[src/rtl/run_sequencer_if.sv]
// Requester and engine-side signals of the run sequencer.
// The sequencer connects through master; requesters and the engine connect through slave.
interface run_sequencer_if #(
  parameter int NREQ = 4,
  parameter int CW   = 11
);
  logic [NREQ-1:0] req;
  logic [NREQ-1:0] grant;
  logic [NREQ-1:0] ack;
  logic [CW-1:0]   result;
  logic            timeout;
  logic            busy;
  logic            eng_done;
  logic [CW-1:0]   eng_count;
  logic            eng_load_mem;
  logic            eng_start;
  logic            eng_reset;

  modport master (
    input  req, eng_done, eng_count,
    output grant, ack, result, timeout, busy, eng_load_mem, eng_start, eng_reset
  );

  modport slave (
    output req, eng_done, eng_count,
    input  grant, ack, result, timeout, busy, eng_load_mem, eng_start, eng_reset
  );
endinterface

[src/rtl/run_sequencer.sv]
// Round-robin sharing of one cycle-counting run engine between NREQ requesters,
// with load/start/wait phases, a WAIT-cycle watchdog and a one-cycle ack carrying the count.
module run_sequencer #(
  parameter int NREQ        = 4,
  parameter int CW          = 11,
  parameter int LOAD_CYCLES = 16,
  parameter int TIMEOUT     = 2047
) (
  input logic           clk,
  input logic           reset,
  run_sequencer_if.master bus
);
  localparam int PW = $clog2(NREQ);
  localparam int LW = $clog2(LOAD_CYCLES + 1);
  localparam int WW = $clog2(TIMEOUT + 1);
  localparam int unsigned NREQ_U = NREQ;

  typedef enum logic [2:0] {
    S_IDLE, S_LOAD, S_START, S_ARM, S_WAIT, S_ABORT, S_RESP
  } state_t;

  state_t          state, state_nxt;
  logic [NREQ-1:0] grant_q, grant_d;
  logic [PW-1:0]   ptr_q, ptr_d, owner_q, owner_d;
  logic [LW-1:0]   lcnt_q, lcnt_d;
  logic [WW-1:0]   wd_q, wd_d;
  logic [CW-1:0]   result_q, result_d;
  logic            to_q, to_d;

  logic            pick_any;
  logic [PW-1:0]   pick_idx;
  int unsigned     idx;

  // First set req bit at or above ptr, wrapping around.
  always_comb begin
    pick_any = 1'b0;
    pick_idx = '0;
    idx      = 0;
    for (int unsigned i = 0; i < NREQ_U; i++) begin
      idx = (int'(ptr_q) + i) % NREQ_U;
      if (!pick_any && bus.req[idx]) begin
        pick_any = 1'b1;
        pick_idx = PW'(idx);
      end
    end
  end

  always_comb begin
    state_nxt = state;
    grant_d   = grant_q;
    ptr_d     = ptr_q;
    owner_d   = owner_q;
    lcnt_d    = lcnt_q;
    wd_d      = wd_q;
    result_d  = result_q;
    to_d      = to_q;
    case (state)
      S_IDLE: begin
        if (pick_any) begin
          grant_d           = '0;
          grant_d[pick_idx] = 1'b1;
          owner_d           = pick_idx;
          lcnt_d            = LW'(LOAD_CYCLES);
          to_d              = 1'b0;
          state_nxt         = S_LOAD;
        end
      end
      S_LOAD: begin
        lcnt_d = lcnt_q - 1'b1;
        if (lcnt_q == LW'(1)) state_nxt = S_START;
      end
      S_START: state_nxt = S_ARM;
      // eng_done is still the previous run's level here, so it is not looked at.
      S_ARM: begin
        wd_d      = '0;
        state_nxt = S_WAIT;
      end
      S_WAIT: begin
        wd_d = wd_q + 1'b1;
        if (bus.eng_done) begin
          result_d  = bus.eng_count;
          state_nxt = S_RESP;
        end else if (wd_q == WW'(TIMEOUT - 1)) begin
          result_d  = bus.eng_count;
          to_d      = 1'b1;
          state_nxt = S_ABORT;
        end
      end
      S_ABORT: state_nxt = S_RESP;
      S_RESP: begin
        grant_d   = '0;
        ptr_d     = (owner_q == PW'(NREQ - 1)) ? '0 : owner_q + 1'b1;
        state_nxt = S_IDLE;
      end
      default: state_nxt = S_IDLE;
    endcase
  end

  always_ff @(posedge clk or posedge reset) begin
    if (reset) begin
      state    <= S_IDLE;
      grant_q  <= '0;
      ptr_q    <= '0;
      owner_q  <= '0;
      lcnt_q   <= '0;
      wd_q     <= '0;
      result_q <= '0;
      to_q     <= 1'b0;
    end else begin
      state    <= state_nxt;
      grant_q  <= grant_d;
      ptr_q    <= ptr_d;
      owner_q  <= owner_d;
      lcnt_q   <= lcnt_d;
      wd_q     <= wd_d;
      result_q <= result_d;
      to_q     <= to_d;
    end
  end

  assign bus.grant        = grant_q;
  assign bus.ack          = (state == S_RESP) ? grant_q : '0;
  assign bus.result       = result_q;
  assign bus.timeout      = (state == S_RESP) && to_q;
  assign bus.busy         = (state != S_IDLE);
  assign bus.eng_load_mem = (state == S_LOAD);
  assign bus.eng_start    = (state == S_START);
  assign bus.eng_reset    = (state == S_ABORT);
endmodule

[src/flat_wrapper.sv]
// flat-port wrapper written by rule: the top's interface ports become plain ports
module run_sequencer_flat 
#(
  parameter int NREQ        = 4,
  parameter int CW          = 11,
  parameter int LOAD_CYCLES = 16,
  parameter int TIMEOUT     = 2047
)
  (clk, reset, bus_req, bus_eng_done, bus_eng_count, bus_grant, bus_ack, bus_result, bus_timeout, bus_busy, bus_eng_load_mem, bus_eng_start, bus_eng_reset);
  run_sequencer_if #(.NREQ(NREQ), .CW(CW)) bus_i ();
  input logic clk;
  input logic reset;
  input wire logic [$bits(bus_i.req)-1:0] bus_req;
  input wire logic [$bits(bus_i.eng_done)-1:0] bus_eng_done;
  input wire logic [$bits(bus_i.eng_count)-1:0] bus_eng_count;
  output wire logic [$bits(bus_i.grant)-1:0] bus_grant;
  output wire logic [$bits(bus_i.ack)-1:0] bus_ack;
  output wire logic [$bits(bus_i.result)-1:0] bus_result;
  output wire logic [$bits(bus_i.timeout)-1:0] bus_timeout;
  output wire logic [$bits(bus_i.busy)-1:0] bus_busy;
  output wire logic [$bits(bus_i.eng_load_mem)-1:0] bus_eng_load_mem;
  output wire logic [$bits(bus_i.eng_start)-1:0] bus_eng_start;
  output wire logic [$bits(bus_i.eng_reset)-1:0] bus_eng_reset;
  assign bus_i.req = bus_req;
  assign bus_i.eng_done = bus_eng_done;
  assign bus_i.eng_count = bus_eng_count;
  assign bus_grant = bus_i.grant;
  assign bus_ack = bus_i.ack;
  assign bus_result = bus_i.result;
  assign bus_timeout = bus_i.timeout;
  assign bus_busy = bus_i.busy;
  assign bus_eng_load_mem = bus_i.eng_load_mem;
  assign bus_eng_start = bus_i.eng_start;
  assign bus_eng_reset = bus_i.eng_reset;
  run_sequencer #(.NREQ(NREQ), .CW(CW), .LOAD_CYCLES(LOAD_CYCLES), .TIMEOUT(TIMEOUT)) u_core (.clk(clk), .reset(reset), .bus(bus_i));
endmodule
[config.mk]
export PLATFORM = sky130hd
export DESIGN_NAME = run_sequencer_flat
export DESIGN_NICKNAME = d
export VERILOG_FILES = /design/src/rtl/run_sequencer_if.sv /design/src/rtl/run_sequencer.sv /design/src/flat_wrapper.sv
export SDC_FILE = /design/constraint.sdc
export NUM_CORES = 1
export LEC_CHECK = 0
export BUFFER_PORTS_ARGS = -buffer_cell sky130_fd_sc_hd__buf_4
export CORE_ASPECT_RATIO = 0.6
export CORE_MARGIN = 3
export CORE_UTILIZATION = 55
export DETAILED_ROUTE_END_ITERATION = 6
export PLACE_DENSITY_LB_ADDON = 0.1
export SLEW_MARGIN = 20
export SYNTH_ARGS = -nofsm -noshare
export SYNTH_HDL_FRONTEND = slang
export SYNTH_SLANG_ARGS = --single-unit
[constraint.sdc]
create_clock -name clk -period 2.95 [get_ports clk]
set_clock_uncertainty 0.05 [all_clocks]
set_input_delay 0.4425 -clock clk [delete_from_list [all_inputs] [get_ports clk]]
set_output_delay 0.4425 -clock clk [all_outputs]
set_load 0.01 [all_outputs]
==> metrics, run 1 <==
status finished, final reports clean; final worst-path cycle share 74.0%; Worst-path clk slew 0.07 ns; Die Y 52.1 um; Mapped Area 1950 um2; CTS resizes 0; htree depth 2; fillers 253; row count 16; Routed WL per cell 15.3 um; r2r startpoint u_core.wd_q[0]$_DFFE_PP0P_; hold_ws 0.105 ns; initial core utilization 58.5%; cts bufs inserted 5; Buf+Inv Stages, Crit Path 1; critical path class reg2reg; Worst path top cell family by delay compound AO/OA/AOI/OAI gates; unrepaired setup endpoints after global routing false; Die Span X 82.8 um; worst hold path type in2async; Cell variety after synth 38; Post-DRT Antenna Nets 0; n_diodes 0; MaxCap Viol Count 0; Core ar. 3320 um2; Cell Pwr Density 904 nW/um2; total power 2110 uW; Slew headroom 53.3%; vias in the first global route 1468; initial antenna violation count 0; Tmin final 2.18 ns; Reg2Reg Depth 6; Pre-antenna DRT Iters 5; DRT Wirelength 4.27 mm; CTS root buf clkbuf_8; critical path's largest stage delay 0.53 ns; Syn Area/Cell 10.0 um2; Final Hold Viols 0; die footprint 4310 um2; setup bufs post-CTS 0; Initial DRC Count 63; Final Max Slew Viols 0; largest net degree at the start of global routing 29; placed cell area 2260 um2; all-layer global routing usage 21.3%; CTS tree built; gpl congestion 0.849; peak supply drop 443 uV; r2r endpoint u_core.bus.result[2]$_DFFE_PP0P_; Post-synth top cells dfrtp_1, nand2_1, o21ai_1; Ports 42; reg2reg setup slack 0.77 ns; Via density 5.63; Post-synth EDFFs 0; asr flop ratio synth 100%; via count 1570; syn nets 217; setup total negative slack 0 ns; Worst Max-Slew Pin Slew 0.695 ns; Startpoint Class flip-flop; Worst Path Required 3.06 ns; CTS sink count 39; Leak 0.00109 uW; sequential-to-total area share from yosys stat 50.2%; cts hold-fix bufs 0; crit end category flip-flop; clk_lat worst skew 0.28 ns; Synth Register Bits 39; wire length of the first global-routing pass 6.82 mm; DR DRC count 0; top_reg_cell synth dfrtp_1; fin area 2340 um2; slowest CP cell a21oi_2; count leader, synth dfrtp_1; final setup fails 0; Worst Path Arrival 2.29 ns; f_max 458 MHz; Final HPWL DP 3.29 mm; Final #Nets 256; maximum fanout along the worst path 11; Mapped Cells 194; Clock Path Buffers 2; Synth-to-Final Area Change 20.1%; input/output buffers 41; total grt overflow 0; post-synth top area share 50.2%; main area contributors after synthesis dfrtp_1, mux2_1, o21ai_1, ha_1, nand2_1; post-synth top area cell dfrtp_1; layout cells sized above 1 21.8%; crit path cell chain inv_1, ha_1, nand4_1, or3_1, a21oi_2, mux2_1; Yosys warning count 0
## worst reg2reg max path: cells and delay by family, from the launching register on
kind                       cells  cell delay, ns
AOI/OAI and AO/OA              1            0.53
DFF                            1            0.45
and+or+nand+nor                2            0.41
muxes                          1            0.39
adders and majority gates      1            0.14
buffers and inverters          1            0.10
## layout by cell type, fill, tap and decap left out, types with 3 or more instances in the layout
cell,synthesis,layout
o21ai_1,16,16
inv_1,10,10
clkbuf_8,0,5
mux2_1,11,11
o21a_1,3,3
o22ai_1,4,4
nand3_1,8,8
mux2i_1,3,3
nor2_1,9,9
or3_1,5,5
nand2_1,16,16
and2_1,7,7
ha_1,5,5
or2_1,3,3
o31ai_1,7,7
buf_4,1,42
dfrtp_1,39,39
a21oi_1,8,8
nand4_1,5,5
nor3_1,3,3
## final cells by class
type / count / area (um2) / area share [%]
clock buffers: 7 / 76.3 / 3.27
clock inverters: 1 / 5.00 / 0.214
repair buffers: 42 / 315 / 13.5
multi-input cells: 133 / 863 / 36.9
flip-flops and latches: 39 / 976 / 41.8
inverters: 12 / 45.0 / 1.93
well taps: 45 / 56.3 / 2.41
## metal layers
| layer | part of all wire [%] | vias to the layer above | GRT usage (%) |
|---|---|---|---|
| met5 | 0 | - | 0 |
| met4 | 0.35 | 0 | 5.71 |
| met3 | 8.3 | 2 | 5.19 |
| met2 | 45 | 63 | 34.4 |
| met1 | 46 | 740 | 28.8 |
| li1 | - | 765 | - |
## logic make-up after synthesis
| logic type | after synthesis | share of synthesized area [%] |
|---|---|---|
| DFF | 39 | 50.2 |
| AOI/OAI and AO/OA | 47 | 14.8 |
| and+or+nand+nor | 65 | 17.6 |
| muxes | 14 | 7.91 |
| xor gates and xnor gates | 2 | 0.900 |
| adders and majority gates | 5 | 3.22 |
| buffers and inverters | 22 | 5.47 |
## registers in the layout, summed over array words and instances (netlist names)
register,count
u_core.bus.result,11
u_core.owner_q,2
u_core.state,3
u_core.lcnt_q,5
u_core.ptr_q,2
u_core.bus.grant,4
u_core.to_q,1
u_core.wd_q,11
## worst max path at each step
stage | from | end | slack [ns] | cells after the start
6_report | u_core.wd_q[0]$_DFFE_PP0P_ | u_core.bus.result[2]$_DFFE_PP0P_ | 0.77 | 6
5_1_grt | u_core.wd_q[0]$_DFFE_PP0P_ | u_core.bus.result[1]$_DFFE_PP0P_ | 0.63 | 6
4_1_cts | u_core.wd_q[0]$_DFFE_PP0P_ | u_core.bus.result[5]$_DFFE_PP0P_ | 0.76 | 6
3_5_place_dp | u_core.wd_q[0]$_DFFE_PP0P_ | u_core.bus.result[8]$_DFFE_PP0P_ | 0.77 | 6
3_3_place_gp | u_core.wd_q[0]$_DFFE_PP0P_ | u_core.bus.result[4]$_DFFE_PP0P_ | 0.89 | 6
2_1_floorplan | u_core.wd_q[0]$_DFFE_PP0P_ | u_core.bus.result[0]$_DFFE_PP0P_ | 1.12 | 7
## through the flow
step                      setup slack (ns)  util [%]  std cells
after floorplan                       1.12         -        194
after global placement               0.895      67.9        271
after detailed placement             0.770      67.9        271
after CTS                            0.762      70.3        279
after global routing                 0.634      70.3        279
final                                0.768      70.3        279
## power breakdown
part | switching (uW) | internal [uW]
clock | 174 | 166
sequential | 171 | 722
combinational | 460 | 420
total | 805 | 1310
No activity file was read; power rests on OpenSTA's default activity.
==> run 2: changes to the inputs <==
--- a/config.mk
+++ b/config.mk
@@ -8,7 +8,7 @@
 export BUFFER_PORTS_ARGS = -buffer_cell sky130_fd_sc_hd__buf_4
 export CORE_ASPECT_RATIO = 0.6
 export CORE_MARGIN = 3
-export CORE_UTILIZATION = 55
+export CORE_UTILIZATION = 48
 export DETAILED_ROUTE_END_ITERATION = 6
 export PLACE_DENSITY_LB_ADDON = 0.1
 export SLEW_MARGIN = 20
==> constraint.sdc (replaced) <==
create_clock -name clk -period 1.9 [get_ports clk]
set_clock_uncertainty 0.05 [all_clocks]
set_input_delay 0.285 -clock clk [delete_from_list [all_inputs] [get_ports clk]]
set_output_delay 0.285 -clock clk [all_outputs]
set_load 0.01 [all_outputs]
==> run 2 against run 1 <==
Clock power grew 51%. Global-route usage shrank 1.5 points. Die area grew 13%. Final cell count grew 5.7%. Clock-buffer cell count shrank 1.
==> metrics, run 2 (synthesized netlist as in run 1, its figures left out) <==
largest net degree at the start of global routing 24; Leak 0.00118 uW; MaxCap Viol Count 0; htree depth 2; total grt overflow 0; Post-DRT Antenna Nets 0; CTS root buf clkbuf_8; reg2reg setup slack 0.02 ns; Final Max Slew Viols 0; wire length of the first global-routing pass 7.65 mm; most frequent cells in the layout buf_4, dfrtp_1, o21ai_1, nand2_1, mux2_1; initial antenna violation count 0; Die Y 55.3 um; Comb pwr share 47.1%; input/output buffers 41; initial core utilization 51.4%; row count 17; r2r endpoint u_core.bus.result[1]$_DFFE_PP0P_; Initial DRC Count 68; Cell Pwr Density 1400 nW/um2; Final HPWL DP 3.42 mm; fillers 296; commonest non-fill, non-tap cell in the layout buf_4; final worst setup slack 0.0244 ns; Startpoint Class flip-flop; CTS sink count 39; Int Power 2190 uW; Die Span X 88.2 um; worst hold path type in2async; CP Capture Point u_core.bus.result[1]$_DFFE_PP0P_; Routed WL per cell 15.3 um; r2r startpoint u_core.wd_q[8]$_DFFE_PP0P_; sequential power share 38.3%; layout cells sized above 1 29.0%; sw frac 37.6%; Pre-antenna DRT Iters 4; Worst Setup SP u_core.wd_q[8]$_DFFE_PP0P_; Via density 5.62; cts bufs inserted 5; Worst Path Arrival 1.98 ns; die footprint 4880 um2; status finished, final reports clean; Final #Nets 272; unrepaired setup endpoints after global routing true; n_diodes 0; vias in the first global route 1618; final worst-path cycle share 98.7%; placed cell count 287; via count 1659; Worst Max-Slew Pin Slew 0.675 ns; Clock Path Buffers 2; Reg2Reg Depth 5; DRT Wirelength 4.52 mm; Core ar. 3790 um2; Clk pwr share 14.6%; peak supply drop 674 uV; maximum fanout along the worst path 11; Ports 42; Worst-path clk slew 0.07 ns; gpl congestion 0.836; critical path class reg2reg; DR DRC count 0; Worst Path Required 2.01 ns; Tmin final 1.88 ns; Slew headroom 54.9%; clk_lat worst skew 0.29 ns; final setup fails 0; Place WS 0.0119 ns; all-layer global routing usage 19.8%; Final Hold Viols 0; f_max 533 MHz; switching pwr 1320 uW; CTS tree built; non-filler cells, final 295; Synth-to-Final Area Change 28.9%; crit end category flip-flop
## run 2: cell count changes in the layout (fill, tap and decap cells not counted), sizes merged
| cell | delta |
|---|---|
| clkinv | -1 |
| buf | +16 |
| clkbuf | -1 |
## run 2: per-stage QoR
| step | hold slack, ns | setup TNS [ns] | area, um2 | total power [uW] | util (%) |
|---|---|---|---|---|---|
| 2_1_floorplan | 0.370 | 0 | 1950 | 2280 | - |
| 3_3_place_gp | 0.354 | 0 | 2390 | 2850 | 63.1 |
| 3_5_place_dp | 0.377 | 0 | 2390 | 2950 | 63.1 |
| 4_1_cts | 0.0649 | 0 | 2460 | 3480 | 65.1 |
| 5_1_grt | 0.102 | -0.280 | 2510 | 3800 | 66.3 |
| 6_report | 0.0466 | 0 | 2510 | 3500 | 66.3 |
## run 2: area by class of cell
cell class	count	area (um2)	area share (%)
timing repair buffer	58	460	18.4
clock buffer	6	72.6	2.89
multi-input combinational	133	896	35.7
sequential	39	976	38.9
inverter	12	45.0	1.80
tap	47	58.8	2.34
## run 2: power by group through the flow
| stage | Combinational (uW) | Sequential, uW | Clock (uW) |
|---|---|---|---|
| global placement | 1530 | 1320 | 0 |
| floorplan | 907 | 1370 | 0 |
| detailed placement | 1600 | 1360 | 0 |
| CTS | 1600 | 1340 | 528 |
| finish | 1650 | 1340 | 512 |
| global route | 1850 | 1380 | 567 |
## run 2: routing by layer
| layer | track usage (%) | part of all wire [%] |
|---|---|---|
| met1 | 26.9 | 47 |
| met2 | 31.2 | 46 |
| met3 | 5.51 | 6.7 |
| met4 | 5.17 | 0.77 |
| met5 | 0 | 0 |
## run 2: how the worst min path moves through the flow
stage                                             to             start  slack (ns)  cells past startpoint
floorplan           u_core.bus.result[9]$_DFFE_PP0P_  bus_eng_count[9]        0.37                      1
global placement        u_core.lcnt_q[4]$_DFFE_PP0P_             reset        0.35                      2
detailed placement  u_core.bus.result[0]$_DFFE_PP0P_             reset        0.38                      2
CTS                 u_core.bus.result[0]$_DFFE_PP0P_             reset        0.06                      2
global route            u_core.lcnt_q[0]$_DFFE_PP0P_             reset        0.10                      2
finish                  u_core.lcnt_q[0]$_DFFE_PP0P_             reset        0.05                      2
## run 2: worst max-delay path, cell delays in order, from the launching register on
cell	delay, ns
dfrtp_1	0.38
nand4_1	0.20
or3_4	0.46
a21oi_4	0.18
buf_12	0.15
mux2_1	0.34
## run 2: what timing repair did
| item | 4_1_cts | 5_1_grt |
|---|---|---|
| setup buffers | 0 | 2 |
| gates resized for setup | 1 | 7 |
| endpoints found under the setup margin | 3 | 18 |
| pin swaps | 1 | 1 |
| hold buffers | 0 | 0 |
==> run 3: changes to the inputs <==
--- a/config.mk
+++ b/config.mk
@@ -8,7 +8,7 @@
 export BUFFER_PORTS_ARGS = -buffer_cell sky130_fd_sc_hd__buf_4
 export CORE_ASPECT_RATIO = 0.6
 export CORE_MARGIN = 3
-export CORE_UTILIZATION = 48
+export CORE_UTILIZATION = 54
 export DETAILED_ROUTE_END_ITERATION = 6
 export PLACE_DENSITY_LB_ADDON = 0.1
 export SLEW_MARGIN = 20
==> constraint.sdc (replaced) <==
create_clock -name clk -period 2.1 [get_ports clk]
set_clock_uncertainty 0.05 [all_clocks]
set_input_delay 0.315 -clock clk [delete_from_list [all_inputs] [get_ports clk]]
set_output_delay 0.315 -clock clk [all_outputs]
set_load 0.01 [all_outputs]
==> run 3 against run 2 <==
Sequential power fell by 6%. Sequential cell count unchanged. Utilization rose by 4.1 points. Hold slack better by 0.056 ns. Highest routed layer unchanged.
==> metrics, run 3 (synthesized netlist as in run 1, its figures left out) <==
total grt overflow 0; Worst Max-Slew Pin Slew 0.484 ns; Worst path top cell family by delay flip-flops; Post-DRT Antenna Nets 0; clk_lat worst skew 0.28 ns; final worst setup slack 0.136 ns; reg2reg setup slack 0.14 ns; most frequent cells in the layout buf_4, dfrtp_1, o21ai_1, nand2_1, mux2_1; Worst Path Arrival 2.07 ns; Cell Pwr Density 1260 nW/um2; maximum fanout along the worst path 11; setup total negative slack 0 ns; all-layer global routing usage 20.7%; Final Max Slew Viols 0; CTS tree built; Routed WL per cell 14.6 um; Tmin final 1.96 ns; Clock Path Buffers 2; Startpoint Class flip-flop; Place WS 0.150 ns; wire length of the first global-routing pass 7.07 mm; Leak 0.00110 uW; critical path's largest stage delay 0.45 ns; final worst-path cycle share 93.5%; Via density 5.63; htree depth 2; gpl congestion 0.824; Die Y 52.5 um; sw frac 37.8%; Ports 42; setup bufs post-CTS 0; CTS root buf clkbuf_8; critical path class reg2reg; Final #Nets 259; largest net degree at the start of global routing 40; MaxCap Viol Count 0; hold_ws 0.103 ns; DR DRC count 0; initial core utilization 58.2%; cts hold-fix bufs 0; Final Hold Viols 0; Worst-path clk slew 0.07 ns; Int Power 1840 uW; cts bufs inserted 5; CTS sink count 39; Slew headroom 67.7%; input/output buffers 41; wl on met1 1.98 mm; r2r startpoint u_core.wd_q[0]$_DFFE_PP0P_; DR WL met2 1.79 mm; DRT Wirelength 4.10 mm; Reg2Reg Depth 7; Initial DRC Count 106; Die Span X 83.5 um; initial antenna violation count 0; Final HPWL DP 3.05 mm; fillers 255; slowest CP cell dfrtp_1; CTS resizes 0; row count 16; worst hold path type in2async; status finished, final reports clean; Core ar. 3340 um2; commonest non-fill, non-tap cell in the layout buf_4; flip-flop and latch area 976 um2; Max Used Layer met4; unrepaired setup endpoints after global routing false; switching pwr 1120 uW; vias in the first global route 1481; crit path cell chain inv_1, ha_1, nand4_1, or3_1, a21oi_2, buf_4, mux2_1; Pre-antenna DRT Iters 4; crit end category flip-flop; metal3 WL 291 um; sequential power share 42.6%; Worst Path Required 2.21 ns; peak supply drop 629 uV; final setup fails 0; Comb pwr share 42.2%; layout cells sized above 1 22.6%; via count 1575; n_diodes 0; r2r endpoint u_core.bus.result[10]$_DFFE_PP0P_; Synth-to-Final Area Change 20.8%; Clk pwr share 15.2%; f_max 509 MHz; area taken by multi-input logic gates 863 um2; die footprint 4380 um2; Buf+Inv Stages, Crit Path 2
-- run 3: final cells by class --
| class | count | share of cell area [%] |
|---|---|---|
| flip-flops and latches | 39 | 41.5 |
| multi-input cells | 133 | 36.7 |
| repair buffers | 45 | 14.4 |
| clock buffers | 6 | 3.09 |
| well taps | 45 | 2.39 |
| inverters | 12 | 1.92 |
-- run 3: worst max-delay path by stage --
stage	from	endpoint	slack [ns]	cells after the start
final	u_core.wd_q[0]$_DFFE_PP0P_	u_core.bus.result[10]$_DFFE_PP0P_	0.14	7
after detailed placement	u_core.wd_q[0]$_DFFE_PP0P_	u_core.bus.result[10]$_DFFE_PP0P_	0.15	7
after floorplan	u_core.wd_q[0]$_DFFE_PP0P_	u_core.bus.result[0]$_DFFE_PP0P_	0.27	7
after global placement	u_core.wd_q[0]$_DFFE_PP0P_	u_core.bus.result[6]$_DFFE_PP0P_	0.23	7
after CTS	u_core.wd_q[0]$_DFFE_PP0P_	u_core.bus.result[10]$_DFFE_PP0P_	0.13	7
after global routing	u_core.wd_q[0]$_DFFE_PP0P_	u_core.bus.result[10]$_DFFE_PP0P_	0.03	7
-- run 3: power groups by stage --
stage	clock network [uW]	registers, uW	logic, uW
floorplan	0	1240	820
global placement	0	1230	1210
detailed placement	0	1270	1260
CTS	466	1260	1260
global route	503	1310	1380
finish	451	1260	1250
-- run 3: routing by layer --
metal | vias up | track usage [%]
met5 | - | 0
met4 | 0 | 6.42
met3 | 6 | 6.28
met2 | 49 | 31.6
met1 | 755 | 28.6
li1 | 765 | -
-- run 3: worst min-delay path: cells and delay by family --
| family | cells | cell delay [ns] |
|---|---|---|
| buffers and inverters | 3 | 0.56 |
-- run 3: metrics by stage --
stage | area [um2] | total power, uW | util [%] | instances
floorplan | 1950 | 2060 | - | 194
global placement | 2280 | 2440 | 68.2 | 274
detailed placement | 2280 | 2530 | 68.2 | 274
CTS | 2350 | 2980 | 70.3 | 280
global route | 2350 | 3190 | 70.3 | 280
finish | 2350 | 2960 | 70.3 | 280
